### config.mk
export PLATFORM = sky130hd
export DESIGN_NAME = calc_seq_unit_flat
export DESIGN_NICKNAME = d
export VERILOG_FILES = /design/src/rtl/calc_seq_unit_if.sv /design/src/rtl/calc_seq_unit.sv /design/src/flat_wrapper.sv
export SDC_FILE = /design/constraint.sdc
export NUM_CORES = 1
export LEC_CHECK = 0
export BUFFER_PORTS_ARGS = -buffer_cell sky130_fd_sc_hd__clkbuf_2
export CELL_PAD_IN_SITES_DETAIL_PLACEMENT = 1
export CELL_PAD_IN_SITES_GLOBAL_PLACEMENT = 1
export CORE_MARGIN = 1
export CORE_UTILIZATION = 48
export DETAILED_ROUTE_END_ITERATION = 12
export PLACE_DENSITY = 0.86
export SLEW_MARGIN = 20
export SYNTH_ARGS = -nofsm -noshare
export SYNTH_HDL_FRONTEND = slang
export SYNTH_SLANG_ARGS = --single-unit
### constraint.sdc
create_clock -name clk -period 5.5 [get_ports clk]
set_input_delay 0.825 -clock clk [delete_from_list [all_inputs] [get_ports clk]]
set_output_delay 0.825 -clock clk [all_outputs]
set_load 0.01 [all_outputs]
### src/rtl/calc_seq_unit_if.sv
// Operand/result handshake bundle for calc_seq_unit.
// master: operand source + result consumer side; slave: the calculator.
interface calc_seq_unit_if #(
    parameter int unsigned WIDTH = 8
);
    localparam int unsigned RES_W = 2 * WIDTH;

    logic             in_valid;
    logic             in_ready;
    logic [1:0]       op;
    logic [WIDTH-1:0] a;
    logic [WIDTH-1:0] b;
    logic             out_valid;
    logic             out_ready;
    logic [RES_W-1:0] result;
    logic             err;
    logic             busy;

    modport master (
        output in_valid,
        output op,
        output a,
        output b,
        output out_ready,
        input  in_ready,
        input  out_valid,
        input  result,
        input  err,
        input  busy
    );

    modport slave (
        input  in_valid,
        input  op,
        input  a,
        input  b,
        input  out_ready,
        output in_ready,
        output out_valid,
        output result,
        output err,
        output busy
    );
endinterface

### src/rtl/calc_seq_unit.sv
// calc_seq_unit: handshaked sum / product / sum+product / product-over-sum unit.
// ADD, MUL and NET complete at the accept edge; RATIO runs a restoring
// divider producing one quotient bit per cycle, MSB first.
// Build option: define CALC_DIV_EN to build the RATIO divider. Without it,
// op=3 completes immediately with result=0, err=1.
module calc_seq_unit #(
    parameter int unsigned WIDTH = 8
) (
    input  logic            clk,
    input  logic            rst_n,
    calc_seq_unit_if.slave  bus
);
    localparam int unsigned RES_W = 2 * WIDTH;
    localparam int unsigned DVS_W = WIDTH + 1;
    localparam int unsigned TRL_W = WIDTH + 2;
    localparam int unsigned CNT_W = $clog2(RES_W + 1);

    localparam logic [1:0] OP_ADD   = 2'd0;
    localparam logic [1:0] OP_MUL   = 2'd1;
    localparam logic [1:0] OP_NET   = 2'd2;
    localparam logic [1:0] OP_RATIO = 2'd3;

    typedef enum logic [1:0] {
        S_IDLE = 2'd0,
        S_DIV  = 2'd1,
        S_DONE = 2'd2
    } state_t;

    state_t           state_q, state_d;
    logic [RES_W-1:0] result_q, result_d;
    logic             err_q, err_d;
    logic             in_ready_q, in_ready_d;
    logic             out_valid_q, out_valid_d;
    logic             busy_q, busy_d;

    logic [RES_W-1:0] sum_c;
    logic [RES_W-1:0] prod_c;
    logic [RES_W-1:0] net_c;
    logic             accept_c;

`ifdef CALC_DIV_EN
    // Divider datapath: dq holds the unshifted dividend bits in its upper
    // part and the quotient bits collected so far in its lower part.
    logic [RES_W-1:0] dq_q, dq_d;
    logic [DVS_W-1:0] rem_q, rem_d;
    logic [DVS_W-1:0] dvs_q, dvs_d;
    logic [CNT_W-1:0] cnt_q, cnt_d;
    logic [TRL_W-1:0] trial_c;
    logic [DVS_W-1:0] diff_c;
    logic             qbit_c;
    logic [RES_W-1:0] dq_next_c;
    logic             div_zero_c;
`endif

    // Operand arithmetic, zero-extended so nothing can truncate.
    always_comb begin
        sum_c    = RES_W'(bus.a) + RES_W'(bus.b);
        prod_c   = RES_W'(bus.a) * RES_W'(bus.b);
        net_c    = prod_c + sum_c;
        accept_c = bus.in_valid && in_ready_q;
    end

`ifdef CALC_DIV_EN
    // One restoring-division step: shift in the next dividend bit, try subtract.
    always_comb begin
        trial_c    = {rem_q, dq_q[RES_W-1]};
        qbit_c     = (trial_c >= TRL_W'(dvs_q));
        diff_c     = DVS_W'(trial_c - TRL_W'(dvs_q));
        dq_next_c  = {dq_q[RES_W-2:0], qbit_c};
        div_zero_c = (bus.a == '0) && (bus.b == '0);
    end
`endif

    // Next-state, datapath and registered-output logic.
    always_comb begin
        state_d  = state_q;
        result_d = result_q;
        err_d    = err_q;
`ifdef CALC_DIV_EN
        dq_d     = dq_q;
        rem_d    = rem_q;
        dvs_d    = dvs_q;
        cnt_d    = cnt_q;
`endif

        unique case (state_q)
            S_IDLE: begin
                if (accept_c) begin
                    state_d = S_DONE;
                    err_d   = 1'b0;
                    unique case (bus.op)
                        OP_ADD: result_d = sum_c;
                        OP_MUL: result_d = prod_c;
                        OP_NET: result_d = net_c;
                        OP_RATIO: begin
`ifdef CALC_DIV_EN
                            if (div_zero_c) begin
                                result_d = '1;
                                err_d    = 1'b1;
                            end else begin
                                state_d = S_DIV;
                                dq_d    = prod_c;
                                rem_d   = '0;
                                dvs_d   = DVS_W'(bus.a) + DVS_W'(bus.b);
                                cnt_d   = CNT_W'(RES_W);
                            end
`else
                            result_d = '0;
                            err_d    = 1'b1;
`endif
                        end
                        default: result_d = '0;
                    endcase
                end
            end

            S_DIV: begin
`ifdef CALC_DIV_EN
                rem_d = qbit_c ? diff_c : trial_c[DVS_W-1:0];
                dq_d  = dq_next_c;
                cnt_d = cnt_q - CNT_W'(1);
                if (cnt_q == CNT_W'(1)) begin
                    state_d  = S_DONE;
                    result_d = dq_next_c;
                    err_d    = 1'b0;
                end
`else
                state_d = S_IDLE;
`endif
            end

            S_DONE: begin
                if (bus.out_ready) begin
                    state_d = S_IDLE;
                end
            end

            default: state_d = S_IDLE;
        endcase

        in_ready_d  = (state_d == S_IDLE);
        out_valid_d = (state_d == S_DONE);
        busy_d      = (state_d != S_IDLE);
    end

    // State and output registers.
    always_ff @(posedge clk or negedge rst_n) begin
        if (!rst_n) begin
            state_q     <= S_IDLE;
            result_q    <= '0;
            err_q       <= 1'b0;
            in_ready_q  <= 1'b1;
            out_valid_q <= 1'b0;
            busy_q      <= 1'b0;
        end else begin
            state_q     <= state_d;
            result_q    <= result_d;
            err_q       <= err_d;
            in_ready_q  <= in_ready_d;
            out_valid_q <= out_valid_d;
            busy_q      <= busy_d;
        end
    end

`ifdef CALC_DIV_EN
    // Divider working registers; a reset discards any partial quotient.
    always_ff @(posedge clk or negedge rst_n) begin
        if (!rst_n) begin
            dq_q  <= '0;
            rem_q <= '0;
            dvs_q <= '0;
            cnt_q <= '0;
        end else begin
            dq_q  <= dq_d;
            rem_q <= rem_d;
            dvs_q <= dvs_d;
            cnt_q <= cnt_d;
        end
    end
`endif

    assign bus.in_ready  = in_ready_q;
    assign bus.out_valid = out_valid_q;
    assign bus.result    = result_q;
    assign bus.err       = err_q;
    assign bus.busy      = busy_q;

endmodule

### src/flat_wrapper.sv
// flat-port wrapper written by rule: the top's interface ports become plain ports
module calc_seq_unit_flat 
#(
    parameter int unsigned WIDTH = 8
)
  (clk, rst_n, bus_in_valid, bus_op, bus_a, bus_b, bus_out_ready, bus_in_ready, bus_out_valid, bus_result, bus_err, bus_busy);
  calc_seq_unit_if #(.WIDTH(WIDTH)) bus_i ();
  input  logic clk;
  input  logic rst_n;
  input wire logic [$bits(bus_i.in_valid)-1:0] bus_in_valid;
  input wire logic [$bits(bus_i.op)-1:0] bus_op;
  input wire logic [$bits(bus_i.a)-1:0] bus_a;
  input wire logic [$bits(bus_i.b)-1:0] bus_b;
  input wire logic [$bits(bus_i.out_ready)-1:0] bus_out_ready;
  output wire logic [$bits(bus_i.in_ready)-1:0] bus_in_ready;
  output wire logic [$bits(bus_i.out_valid)-1:0] bus_out_valid;
  output wire logic [$bits(bus_i.result)-1:0] bus_result;
  output wire logic [$bits(bus_i.err)-1:0] bus_err;
  output wire logic [$bits(bus_i.busy)-1:0] bus_busy;
  assign bus_i.in_valid = bus_in_valid;
  assign bus_i.op = bus_op;
  assign bus_i.a = bus_a;
  assign bus_i.b = bus_b;
  assign bus_i.out_ready = bus_out_ready;
  assign bus_in_ready = bus_i.in_ready;
  assign bus_out_valid = bus_i.out_valid;
  assign bus_result = bus_i.result;
  assign bus_err = bus_i.err;
  assign bus_busy = bus_i.busy;
  calc_seq_unit #(.WIDTH(WIDTH)) u_core (.clk(clk), .rst_n(rst_n), .bus(bus_i));
endmodule
# After elaboration in Yosys (flattened, before gate mapping)
# Index checks and enable logic that the tools add are counted.
[word_totals]
reg_bits = 22
output_inout_bits = 20
[classes]
n_addsub = 2
mul = 1
eq_ne = 5
muxes = 5
n_reduce_logical = 6
[ops]
columns = ["cell", "count"]
rows = [
  ["$pmux 16 s4", 1],
  ["$add 16x16->16", 1],
  ["$mul 8x8->16", 1],
  ["$add 8x8->9", 1],
  ["$eq 2x2->1 const B", 4],
  ["$logic_not 2->1", 3],
  ["$mux 2", 2],
  ["$pmux 2 s2", 1],
  ["$eq 2x1->1 const B", 1],
  ["$reduce_and 2->1", 1],
  ["$reduce_bool 2->1", 1],
  ["$logic_and 1x1->1", 1],
  ["$mux 1", 1],
]

# Depth between registers and ports, before layout
[logic_depth]
ltp_word = 4
depth_mapped = 20
depth_no_buf = 20

# Worst setup path after synthesis
# No wires, ideal clock.
[synth_timing]
path_kind = "input to register"
from = "input port bus_a[0]"
to = "register u_core.result_q[14] (netlist: u_core.bus.result[14])"
setup_ns = 0.087
arrival_time_ns = 5.380
required_ns = 5.413
slack_ns = 0.033
stages = 19
n_path_buf = 0
cell_sequence = "nand2_1 fa_1 fa_1 inv_1 fa_1 inv_1 fa_1 inv_1 ha_1 a41oi_2 nand2_1 xor2_1 ha_1 o21a_1 nor2_1 nor4b_4 nand3_2 or4_1 o211ai_1"
[synth_between]
elab_chain_len = 3
word_cells_on_any_way = 4
[synth_lines]
columns = ["element", "line", "text"]
rows = [
  ["start, declared", "flat_wrapper.sv:12", "input wire logic [$bits(bus_i.a)-1:0] bus_a;"],
  ["$mul 8x8->16 or $add 8x8->9 (tied branches)", "calc_seq_unit.sv:58, calc_seq_unit.sv:57", ""],
  ["$add 16x16->16", "calc_seq_unit.sv:59", "net_c = prod_c + sum_c;"],
  ["$pmux 16 s4 (*)", "calc_seq_unit.sv:91", "unique case (bus.op)"],
  ["end signal, assigned", "calc_seq_unit.sv:157", "result_q <= result_d;"],
  ["end, declared", "calc_seq_unit.sv:30", "logic [RES_W-1:0] result_q, result_d;"],
]
# Mark *: on every way between the ends. The rest lies on a longest branch, timed or not.
# A chain may end at the register's enable or synchronous reset.

# Worst setup path after layout
[layout_timing]
from = "input port bus_a[1]"
to = "register u_core.result_q[14] (netlist: u_core.bus.result[14])"
# The elaborated chain is that of the path after synthesis.

==> summary.txt <==
Status
  – Outcome: complete, but fails checks
  – Failing checks: setup timing

Clock network
  – Clk buf depth: 2
  – CTS buffer count: 3
  – CTS clock-pin slew for the worst setup and hold paths: 0.08 ns
  – Hold-fix buffers, CTS: 0
  – Clk_lat worst skew: 0.27 ns
  – CTS tree: yes
  – Root Buffer: clkbuf_8
  – # clock sinks: 22
  – H-tree depth: 1

Critical path
  – Worst EP required: 5.69 ns
  – Crit-path cells: buf_4 > and2_1 > fa_2 > fa_1 > inv_1 > fa_1 > fa_1 > inv_1 > ha_4 > buf_4 > inv_1 > o21bai_4 > xor2_2 > ha_2 > o21a_1 > nor2_2 > nor4b_4 > nand3_2 > or4_4 > o211ai_1
  – WP data arrival: 5.72 ns
  – Crit path capture type: flip-flop
  – Crit. Startpoint: bus_a[1]
  – Setup Crit Path Kind: in -> reg
  – Crit start category: input port
  – Bufs and invs on worst path: 5
  – Worst reg2reg path startpoint: u_core.state_q[1]$_DFF_PN0_
  – CP max FO: 5
  – Cell family with most CP delay: adder cells
  – Slowest library cell on the worst path: fa_1
  – CP peak stage delay: 0.56 ns

Worst hold path
  – Hold Path Class: reg -> reg
  – Hold path start: u_core.bus.result[1]$_DFFE_PN0P_

Timing
  – Highest clock rate: 181 MHz
  – Clk_skew: 0.0119 ns
  – Tmin final: 5.53 ns
  – Max_slew headroom: 36.5%
  – Unrepaired setup endpoints after global routing: true
  – Final hold vios: 0
  – Slew of the pin with the lowest slew margin: 0.949 ns
  – Final WS setup: -0.0288 ns
  – Period utilisation layout: 101%
  – Setup TNS: -0.0288 ns
  – Slew Limit Fails: 0
  – Endpoints failing setup: 1

Placement
  – RD Place Congestion: 0.809
  – Dpl hpwl: 10300 µm
  – Placed insts: 616
  – IO Port Bufs: 41
  – Pre-CTS setup slack: -0.354 ns

Yosys
  – Main synth FF type: dfrtp_1
  – Mapped Area: 3910 µm²
  – Synthesized net count: 551
  – Count of cell types in the netlist: 63
  – Post-Synthesis Cells: 438
  – Synth area leader: fa_1
  – Sequential share of the synthesized area: 14.1%
  – Post-synth top area share: 19.5%
  – Synth Register Bits: 22
  – Top post-synthesis cells by area: fa_1 (19%), ha_1 (17%), dfrtp_1 (13%)
  – Syn_area_per_cell: 8.93 µm²
  – Ys Warns: 0
  – EDFF count, synth: 0
  – Async set-reset flop share out of synthesis: 100%

Finish
  – Commonest non-fill, non-tap cell in the layout: inv_1
  – Nets@finish: 637
  – Most frequent cells in the layout: inv_1 (59), and2_1 (51), ha_1 (48), buf_4 (48), clkbuf_2 (36)
  – Fin cells: 625
  – Diodes inserted: 0
  – Layout cells sized above 1: 23.7%
  – Final Core Density: 60.6%
  – Syn-to-layout area delta: 21.0%

Global routing
  – Global Route Usage Sum: 30.8%
  – Initial antenna violation count: 0
  – Grt ovf: 0
  – Vias in the first global route: 4163
  – GRT met2 Usage: 55.6%
  – Largest net degree at the start of global routing: 26
  – Gr busiest metal: met2
  – Met3 Usage GRT: 5.31%
  – GR met1 Demand/Resource: 35.1%
  – First-pass GRT wire length: 20300 µm

Die
  – Initial Util: 50.1%
  – Core Region: 7810 µm²
  – Die H: 92.3 µm
  – # rows: 32
  – Die Wd: 92.3 µm
  – Die area: 8510 µm²
  – Io pins: 42

Pwr
  – Pwr/cell area: 505 nW/µm²
  – Leak Pwr: 2.39 nW
  – Maximum vdd drop: 331 µV

Route
  – Wire per inst: 21.8 µm
  – First-pass iteration count of the detailed router: 5
  – Total Routed Length: 13600 µm
  – Drt via density: 6.08
  – DRT iter0 DRCs: 183
  – Vias: 3798
  – Drt drc: 0
  – Routed Antenna Nets: 0

Flow run
  – # Max-Cap Violations: 0
-- per-layer routing --
metal  share of wire [%]  up-vias
li1                    -     1665
met4                 5.8        0
met1                  37     1893
met3                 5.0       75
met5                   0        -
met2                  52      165
-- path summary, 6_finish.rpt --
check                                                    end  cells past startpoint  slack, ns
max                        u_core.bus.result[14]$_DFFE_PN0P_                     20      -0.03
min in group asynchronous  u_core.bus.result[15]$_DFFE_PN0P_                      1       0.52
max in group asynchronous      u_core.bus.in_ready$_DFF_PN1_                      1       4.60
min                         u_core.bus.result[1]$_DFFE_PN0P_                      2       0.48
min reg2reg                 u_core.bus.result[1]$_DFFE_PN0P_                      2       0.48
max reg2reg                u_core.bus.result[14]$_DFFE_PN0P_                      5       3.13
-- worst register-to-register path, cell delays in order, from the launching register on --
cell and delay (ns):
dfrtp_1 0.41, nor2_1 0.22, and3_1 0.41, o21ai_0 0.44, or4_4 0.66, o211ai_1 0.17
-- sequential cells by signal, summed over array words and instances, names as in the netlist --
register	cells
u_core.bus.busy	1
u_core.bus.err	1
u_core.bus.in_ready	1
u_core.bus.out_valid	1
u_core.bus.result	16
u_core.state_q	2
-- metrics by stage --
stage,area (µm²),hold slack [ns],total power [mW]
final,4730,0.484,2.39
after global routing,4730,0.531,2.53
after CTS,4660,0.494,2.23
after detailed placement,4500,0.477,2.02
after global placement,4500,0.467,1.86
after floorplan,3910,0.484,1.39
-- cells by family after synthesis --
kind of cell	count (synthesis)	synth area share, %
flip-flops	22	14.1
multiplexers	6	1.54
other	1	0.0959
adder cells (fa/ha/maj)	91	36.4
XOR/XNOR	23	5.15
AND/OR/NAND/NOR	136	18.9
buffers and inverters	65	6.78
AO/OA/AOI/OAI	94	17.0
-- final cells by class --
class,count,area (µm²)
clock buffers,4,45.0
fillers,909,3080
inverters,60,225
multi-input cells,351,3230
flip-flops and latches,22,552
well taps,102,128
repair buffers,86,556
-- synthesized netlist by cell type, drive strengths merged (2+ instances only) --
library cell,number
ha,53
a41oi,2
and2,51
and4,2
nand2,33
nand2b,2
clkbuf,5
and3,2
fa,38
a211oi,3
o21ai,18
a31oi,3
o21bai,4
a22oi,4
o221ai,2
a211o,2
a311oi,3
nand3,7
mux2i,6
xor2,9
or3,2
o211ai,2
dfrtp,21
xnor2,14
a21oi,22
o31ai,5
o21a,6
inv,60
a21o,8
nor3,7
nor2,20
or2,2
nor4,2
-- report_power, final --
group | internal [mW] | switching (mW) | total, mW
logic | 0.924 | 1.12 | 2.04
clock network | 0.0517 | 0.0531 | 0.105
registers | 0.213 | 0.0299 | 0.243
total | 1.19 | 1.20 | 2.39
-- repair_timing --
item / CTS / global route
resized for setup: 14 / 17
pin swaps: 15 / 8
buffers inserted: 4 / 1
endpoints found under the setup margin: 2 / 6
Power figures use the tool's default switching activity.
